File: config.mk
export PLATFORM = sky130hd
export DESIGN_NAME = channel_scheduler
export DESIGN_NICKNAME = d
export VERILOG_FILES = /design/src/rtl/channel_scheduler.sv
export SDC_FILE = /design/constraint.sdc
export NUM_CORES = 1
export LEC_CHECK = 0
export ABC_CLOCK_PERIOD_IN_PS = 1700
export CELL_PAD_IN_SITES_DETAIL_PLACEMENT = 2
export CELL_PAD_IN_SITES_GLOBAL_PLACEMENT = 2
export CORE_MARGIN = 8
export CORE_UTILIZATION = 32
export DETAILED_ROUTE_END_ITERATION = 10
export GPL_ROUTABILITY_DRIVEN = 0
export MAX_ROUTING_LAYER = met4
export PLACE_DENSITY_LB_ADDON = 0.1
export SKIP_CTS_REPAIR_TIMING = 1
export SLEW_MARGIN = 20
export SYNTH_ARGS = -nofsm -noshare
export SYNTH_HDL_FRONTEND = slang
export SYNTH_SLANG_ARGS = --single-unit
File: constraint.sdc
create_clock -name clk -period 1.7 [get_ports clk]
set_input_delay 0.34 -clock clk [delete_from_list [all_inputs] [get_ports clk]]
set_output_delay 0.34 -clock clk [all_outputs]
set_load 0.05 [all_outputs]
File: src/rtl/channel_scheduler.sv
// Three-channel transmit-path scheduler: grants one requester for a fixed burst, then a fixed idle gap.
// Build option: define CHANNEL_SCHEDULER_FIXED_PRIO_EN for fixed priority ch3 > ch2 > ch1 instead of round-robin.
module channel_scheduler #(
  parameter int unsigned BURST_LEN = 8,
  parameter int unsigned GAP_LEN   = 2
) (
  input  logic       clk,
  input  logic       arst,
  input  logic       ena,
  input  logic [2:0] req,
  output logic [2:0] grant,
  output logic [3:0] bin,
  output logic       busy,
  output logic       sof,
  output logic       eof
);

  localparam int unsigned CNT_W = 8;
  localparam logic [CNT_W-1:0] BURST_INIT = CNT_W'(BURST_LEN - 1);
  localparam logic [CNT_W-1:0] GAP_INIT   = (GAP_LEN > 0) ? CNT_W'(GAP_LEN - 1) : '0;
  localparam bit HAS_GAP = (GAP_LEN != 0);
  localparam logic [3:0] BIN_IDLE = 4'hF;

  typedef enum logic [1:0] {
    ST_IDLE  = 2'd0,
    ST_BURST = 2'd1,
    ST_GAP   = 2'd2
  } state_t;

  state_t           r_state;
  logic [CNT_W-1:0] r_burst_cnt;
  logic [CNT_W-1:0] r_gap_cnt;
  logic [2:0]       r_grant;
  logic [3:0]       r_bin;
  logic             r_busy;
  logic             r_sof;
  logic             r_eof;

  logic [2:0]       w_winner;
  logic [3:0]       w_winner_bin;
  logic             w_burst_end;

`ifdef CHANNEL_SCHEDULER_FIXED_PRIO_EN
  // Fixed priority, matching the downstream channel encoder.
  always_comb begin
    w_winner = 3'b000;
    if (req[2])      w_winner = 3'b100;
    else if (req[1]) w_winner = 3'b010;
    else if (req[0]) w_winner = 3'b001;
  end
`else
  logic [2:0] r_rr_last;

  // Round-robin: search starts at the channel after the last one served.
  always_comb begin
    w_winner = 3'b000;
    case (r_rr_last)
      3'b001: begin
        if (req[1])      w_winner = 3'b010;
        else if (req[2]) w_winner = 3'b100;
        else if (req[0]) w_winner = 3'b001;
      end
      3'b010: begin
        if (req[2])      w_winner = 3'b100;
        else if (req[0]) w_winner = 3'b001;
        else if (req[1]) w_winner = 3'b010;
      end
      default: begin
        if (req[0])      w_winner = 3'b001;
        else if (req[1]) w_winner = 3'b010;
        else if (req[2]) w_winner = 3'b100;
      end
    endcase
  end

  always_ff @(posedge clk or negedge arst) begin
    if (!arst) begin
      r_rr_last <= 3'b100;
    end else if (ena && (r_state == ST_IDLE) && (req != 3'b000)) begin
      r_rr_last <= w_winner;
    end
  end
`endif

  always_comb begin
    case (w_winner)
      3'b001:  w_winner_bin = 4'h1;
      3'b010:  w_winner_bin = 4'h2;
      3'b100:  w_winner_bin = 4'h3;
      default: w_winner_bin = BIN_IDLE;
    endcase
  end

  // Abort (granted channel dropped its request) and normal end share one exit path.
  assign w_burst_end = ((req & r_grant) == 3'b000) || (r_burst_cnt == '0);

  always_ff @(posedge clk or negedge arst) begin
    if (!arst) begin
      r_state     <= ST_IDLE;
      r_burst_cnt <= '0;
      r_gap_cnt   <= '0;
      r_grant     <= 3'b000;
      r_bin       <= BIN_IDLE;
      r_busy      <= 1'b0;
      r_sof       <= 1'b0;
      r_eof       <= 1'b0;
    end else begin
      r_sof <= 1'b0;
      r_eof <= 1'b0;
      if (ena) begin
        case (r_state)
          ST_IDLE: begin
            if (req != 3'b000) begin
              r_state     <= ST_BURST;
              r_grant     <= w_winner;
              r_bin       <= w_winner_bin;
              r_busy      <= 1'b1;
              r_sof       <= 1'b1;
              r_burst_cnt <= BURST_INIT;
            end
          end
          ST_BURST: begin
            if (w_burst_end) begin
              r_grant <= 3'b000;
              r_bin   <= BIN_IDLE;
              r_busy  <= 1'b0;
              r_eof   <= 1'b1;
              if (HAS_GAP) begin
                r_state   <= ST_GAP;
                r_gap_cnt <= GAP_INIT;
              end else begin
                r_state <= ST_IDLE;
              end
            end else begin
              r_burst_cnt <= r_burst_cnt - 1'b1;
            end
          end
          ST_GAP: begin
            if (r_gap_cnt == '0) r_state <= ST_IDLE;
            else                 r_gap_cnt <= r_gap_cnt - 1'b1;
          end
          default: r_state <= ST_IDLE;
        endcase
      end
    end
  end

  assign grant = r_grant;
  assign bin   = r_bin;
  assign busy  = r_busy;
  assign sof   = r_sof;
  assign eof   = r_eof;

endmodule

Yosys cells after proc, flatten, opt, wreduce, memory -nomap -nowiden

Cells that the tools add are included.

Add/subtract/negate cells: 2
Multiply operators: 0
Div/mod/pow operators: 0
Order comparisons: 0
Equality and inequality tests: 12
Shift operators: 0
Mux-type cells: 36
Bitwise operators: 1
Reduce and logical (&&, ||, !) cells: 14

Operators with widths:

| cell                                                | number |
|---|---|
| 2-to-1 mux 8 bit                                    | 4 |
| case mux 8 bit (2 select lines)                     | 2 |
| 2-to-1 mux 3 bit                                    | 8 |
| zero test 8 bit                                     | 2 |
| AND reduction 4 bit                                 | 4 |
| subtractor 8 x 1 -> 8 bit, second input constant    | 2 |
| case mux 3 bit (2 select lines)                     | 2 |
| case mux 4 bit (3 select lines)                     | 1 |
| 2-to-1 mux 2 bit                                    | 5 |
| 2-to-1 mux 1 bit                                    | 9 |
| 2-to-1 mux 4 bit                                    | 2 |
| != test 2 bit, second input constant                | 4 |
| case mux 4 bit (2 select lines)                     | 1 |
| equality test 3 x 1 -> 1 bit, second input constant | 2 |
| equality test 3 x 2 -> 1 bit, second input constant | 2 |
| case mux 2 bit (3 select lines)                     | 1 |
| nonzero test 2 bit                                  | 2 |
| bitwise AND 3 bit                                   | 1 |
| equality test 3 bit, second input constant          | 1 |
| zero test 3 bit                                     | 1 |
| nonzero test 3 bit                                  | 1 |
| equality test 2 x 1 -> 1 bit, second input constant | 1 |
| equality test 2 bit, second input constant          | 1 |
| logical AND 1 bit                                   | 2 |
| other kinds (4)                                     | 4 |

Register bits after elaboration: 31
Bits in latches: 0
Bits in writable memories: 0
Memory bits (read-only): 0
Output and inout port bits: 10
Memories: 0

Longest topological paths before layout

Depth after elaboration: 8
Gate-level depth with buffers: 7

Worst setup path after synthesis

No wires, ideal clock.

Kind: flip-flop to flip-flop
Start: register r_grant[0], in the netlist grant[0]
End: register r_burst_cnt[7]
Arrival: 1801 ps
Data required time: 1633 ps
Path slack: -168 ps
Stages on the path, launching flop included: 6
Buffers on the path: 0
Clock period less this slack: 1868 ps
Path through: dfrtp_1 -> a222oi_1 -> a21oi_2 -> o21ai_1 -> or4_1 -> nand2_1

Longest elaborated chain between the ends: 5

RTL lines:

| what                          | RTL line | text |
|---|---|---|
| start: declaration            | 33       | `logic [2:0] r_grant;` |
| start signal: assignment      | 115      | `r_grant <= w_winner;` |
| bitwise AND 3 bit             | 95       | `assign w_burst_end = ((req & r_grant) == 3'b000) \|\| (r_burst_cnt == '0);` |
| zero test 3 bit               | 95       |  |
| logical OR 1 bit              | 95       |  |
| != test 2 bit (no line)       | --       |  |
| AND reduction 4 bit (no line) | --       |  |
| end signal: assignment        | 135      | `r_burst_cnt <= r_burst_cnt - 1'b1;` |
| end: declaration              | 31       | `logic [CNT_W-1:0] r_burst_cnt;` |

No other way between the ends.
A chain may end at the register's enable or synchronous reset.

Final worst setup path

Start: register r_burst_cnt[1]
End: register r_burst_cnt[5]

Longest elaborated chain between the ends: 4
Elaborated cells on any way between the ends: 7

RTL lines:

| what |
|---|
| parallel branches: the longest is 4 deep, another holds subtractor 8 x 1 -> 8 bit |

Several ways; the timed one is not identified. The select of a mux whose other input is x is not followed.

==> flow_metrics.tcl <==
set metrics [dict create \
    cts_made_buffers 5 \
    synth_edf_count 0 \
    drc_errors 0 \
    fin_skew_ps 10.49 \
    cts_max_level 2 \
    leakage_uw 0.001040 \
    p_switching_uw 1604 \
    die_x_um 85.83 \
    status "complete, but fails checks" \
    fin_ws_ps -63.04 \
    ios 16 \
    root_buffer "clkbuf_8" \
    yosys.cell_types.count 46 \
    ys_seq_area_share_pct 48.44 \
    syn_area_mm2 0.001560 \
    hold-worst-slack_ps 447.5 \
    reg2reg_depth 7 \
    cp-startpoint "r_burst_cnt[1]$_DFFE_PN0P_" \
    required_ps 1900 \
    layout.nets 221 \
    grt_use_total_pct 14.63 \
    seqPwrFrac_pct 33.3 \
    rrSetupSlack_ps -60 \
    worst_slew_pin_slew_ps 396.2 \
    path_clk_slew_ps 70 \
    switching_share_pct 42.87 \
    cap_violations 0 \
    insertion_delay_ps 280 \
    drive_above_1_share_pct 38.21 \
    r2r_end "r_burst_cnt[5]$_DFFE_PN0P_" \
    rr_startpoint "r_burst_cnt[1]$_DFFE_PN0P_" \
    routed_wl_um 5190 \
    worst_ep_arrival_time_ps 1960 \
    slew_violations 0 \
    combPwrFrac_pct 50.8 \
    finalCritPeriodShare_pct 103.7 \
    synthCells 158 \
    rows 25 \
    grt_pass1_vias 1644 \
    via_per_inst 5.208 \
    cts_buffer_depth 2 \
    p_per_area_mw_per_mm2 1646 \
    worstSetupEndpointType "flip-flop" \
    worstSetupPathType "flip-flop to flip-flop" \
    clkSinkCount 30 \
    place_ws_ps -514.4 \
    place.port_buffers 15 \
    dieArea_mm2 0.007366 \
    first_pass_iters 4 \
    syn_nets 168 \
    synth.avg_cell_area_um2 9.875 \
    final_cell_mix "buf_4, dfrtp_1, nand2_1" \
    rsz0062_at_grt "true" \
    violations "setup timing" \
    postRouteAntennaNets 0 \
    grt_overflow_total 0 \
    post-dp-hpwl_um 3656 \
    antenna_cells 0 \
    wl_per_cell_um 18.60 \
    holdCritPathClass "primary input to asynchronous set/reset pin" \
    final_common_cell "buf_4" \
    die_h_um 85.83 \
    grt_pass1_wl_um 8266 \
    grt_max_degree 31 \
    synth_top_flop_cell "dfrtp_1" \
    vias 1453 \
    cts_tree "done" \
    async_reset_ff_share_pct 100.0 \
    slew_headroom_pct 73.58 \
    p_clk_share_pct 15.9 \
    cp-endpoint "r_burst_cnt[5]$_DFFE_PN0P_" \
    fmax_mhz 567.2 \
    p_int_uw 2137 \
    post-route-min-period_ps 1763 \
    hold_viol 0 \
    antenna_found_initial 0 \
    synth.yosys.warnings 0 \
    finalSetupViolations 2 \
    syn_to_final_growth_pct 45.71 \
    ir_worst_vdd_uv 770.7 \
    drt_iter0_markers 30 \
    start_util_pct 33.03 \
    synth_seq_cells 30 \
    crit_fanout 8 \
    core_mm2 0.004723 \
    start_kind "flip-flop" \
]
==> power by group through the flow <==
stage | Combinational (uW) | Sequential, uW | Clock, uW
finish | 1900 | 1250 | 596
global route | 2060 | 1290 | 644
CTS | 1780 | 1240 | 615
detailed placement | 1770 | 1250 | 0
global placement | 1690 | 1220 | 0
floorplan | 734 | 1460 | 0
==> Yosys cell counts, types with 3 or more instances <==
cell      number  share of area (%)
nand4_1        4                1.6
inv_1          5                1.2
a21oi_1        8                2.6
nor3b_1        3                1.4
dfstp_2        4                6.7
dfrtp_1       26                 42
xor2_1         5                2.8
nand2_1       16                3.8
o211ai_1       6                2.9
nor2_1        15                3.6
o21ai_0       11                3.5
ha_1           4                3.2
or3_1          3                1.2
nor3_1         5                1.6
==> critical path: stages (launching register included) <==
cell	delay (ps)
dfrtp_1	370
inv_2	60
ha_4	150
nor3b_4	160
a21oi_4	320
o21a_1	210
and3_4	210
mux2i_1	190
==> worst min-delay path by stage <==
stage | to | start | depth (start not counted) | slack, ps
after floorplan | busy$_DFFE_PN0P_ | arst | 0 | 40
after global placement | busy$_DFFE_PN0P_ | busy$_DFFE_PN0P_ | 2 | 460
after detailed placement | busy$_DFFE_PN0P_ | busy$_DFFE_PN0P_ | 2 | 490
after CTS | r_gap_cnt[2]$_DFFE_PN0P_ | arst | 2 | 460
after global routing | r_gap_cnt[2]$_DFFE_PN0P_ | arst | 2 | 470
final | r_gap_cnt[0]$_DFFE_PN0P_ | arst | 2 | 450
==> metrics by stage <==
| step | total power, uW | util, % | TNS (ps) | std cells | area, um2 |
|---|---|---|---|---|---|
| after floorplan | 2189 | - | 0 | 158 | 1573 |
| after global placement | 2913 | 43.18 | -8320 | 267 | 2039 |
| after detailed placement | 3022 | 43.18 | -9907 | 267 | 2039 |
| after CTS | 3638 | 45.09 | -1932 | 275 | 2130 |
| after global routing | 3989 | 48.13 | -839.4 | 279 | 2273 |
| final | 3741 | 48.13 | -99.95 | 279 | 2273 |
==> sequential cells by signal, summed over array words and instances, names as in the netlist <==
| name | count |
|---|---|
| r_burst_cnt | 8 |
| r_gap_cnt | 8 |
| r_rr_last | 3 |
| grant | 3 |
| busy | 1 |
| eof | 1 |
| sof | 1 |
| bin | 3 |
| r_state | 2 |
==> cell type report <==
cell class | count | area, um2
Clock buffer | 8 | 90.09
Tap cell | 67 | 83.83
Inverter | 7 | 26.28
Multi-Input combinational cell | 118 | 868.3
Sequential cell | 30 | 759.5
Fill cell | 520 | 2450
Timing Repair Buffer | 49 | 445.4
==> layer usage <==
metal / routed length [um] / global-route usage (%) / up-vias
met3: 171 / 3.725 / 5
met5: 0 / - / -
met4: 40 / 3.822 / 0
met1: 2128 / 16.19 / 752
met2: 2850 / 25.53 / 17
li1: - / - / 679
==> cells by family (layout without fill, tap and decap cells) <==
kind of cell	after synthesis	count (layout)	synth area share, %
AO/OA/AOI/OAI	43	43	18.93
XOR/XNOR	6	6	3.368
adder cells (fa/ha/maj)	4	4	3.208
buffers and inverters	10	64	2.807
flip-flops	30	30	48.44
multiplexers	2	2	1.283
AND/OR/NAND/NOR	63	63	21.97
Note: power is estimated with default switching activity, not from simulation.
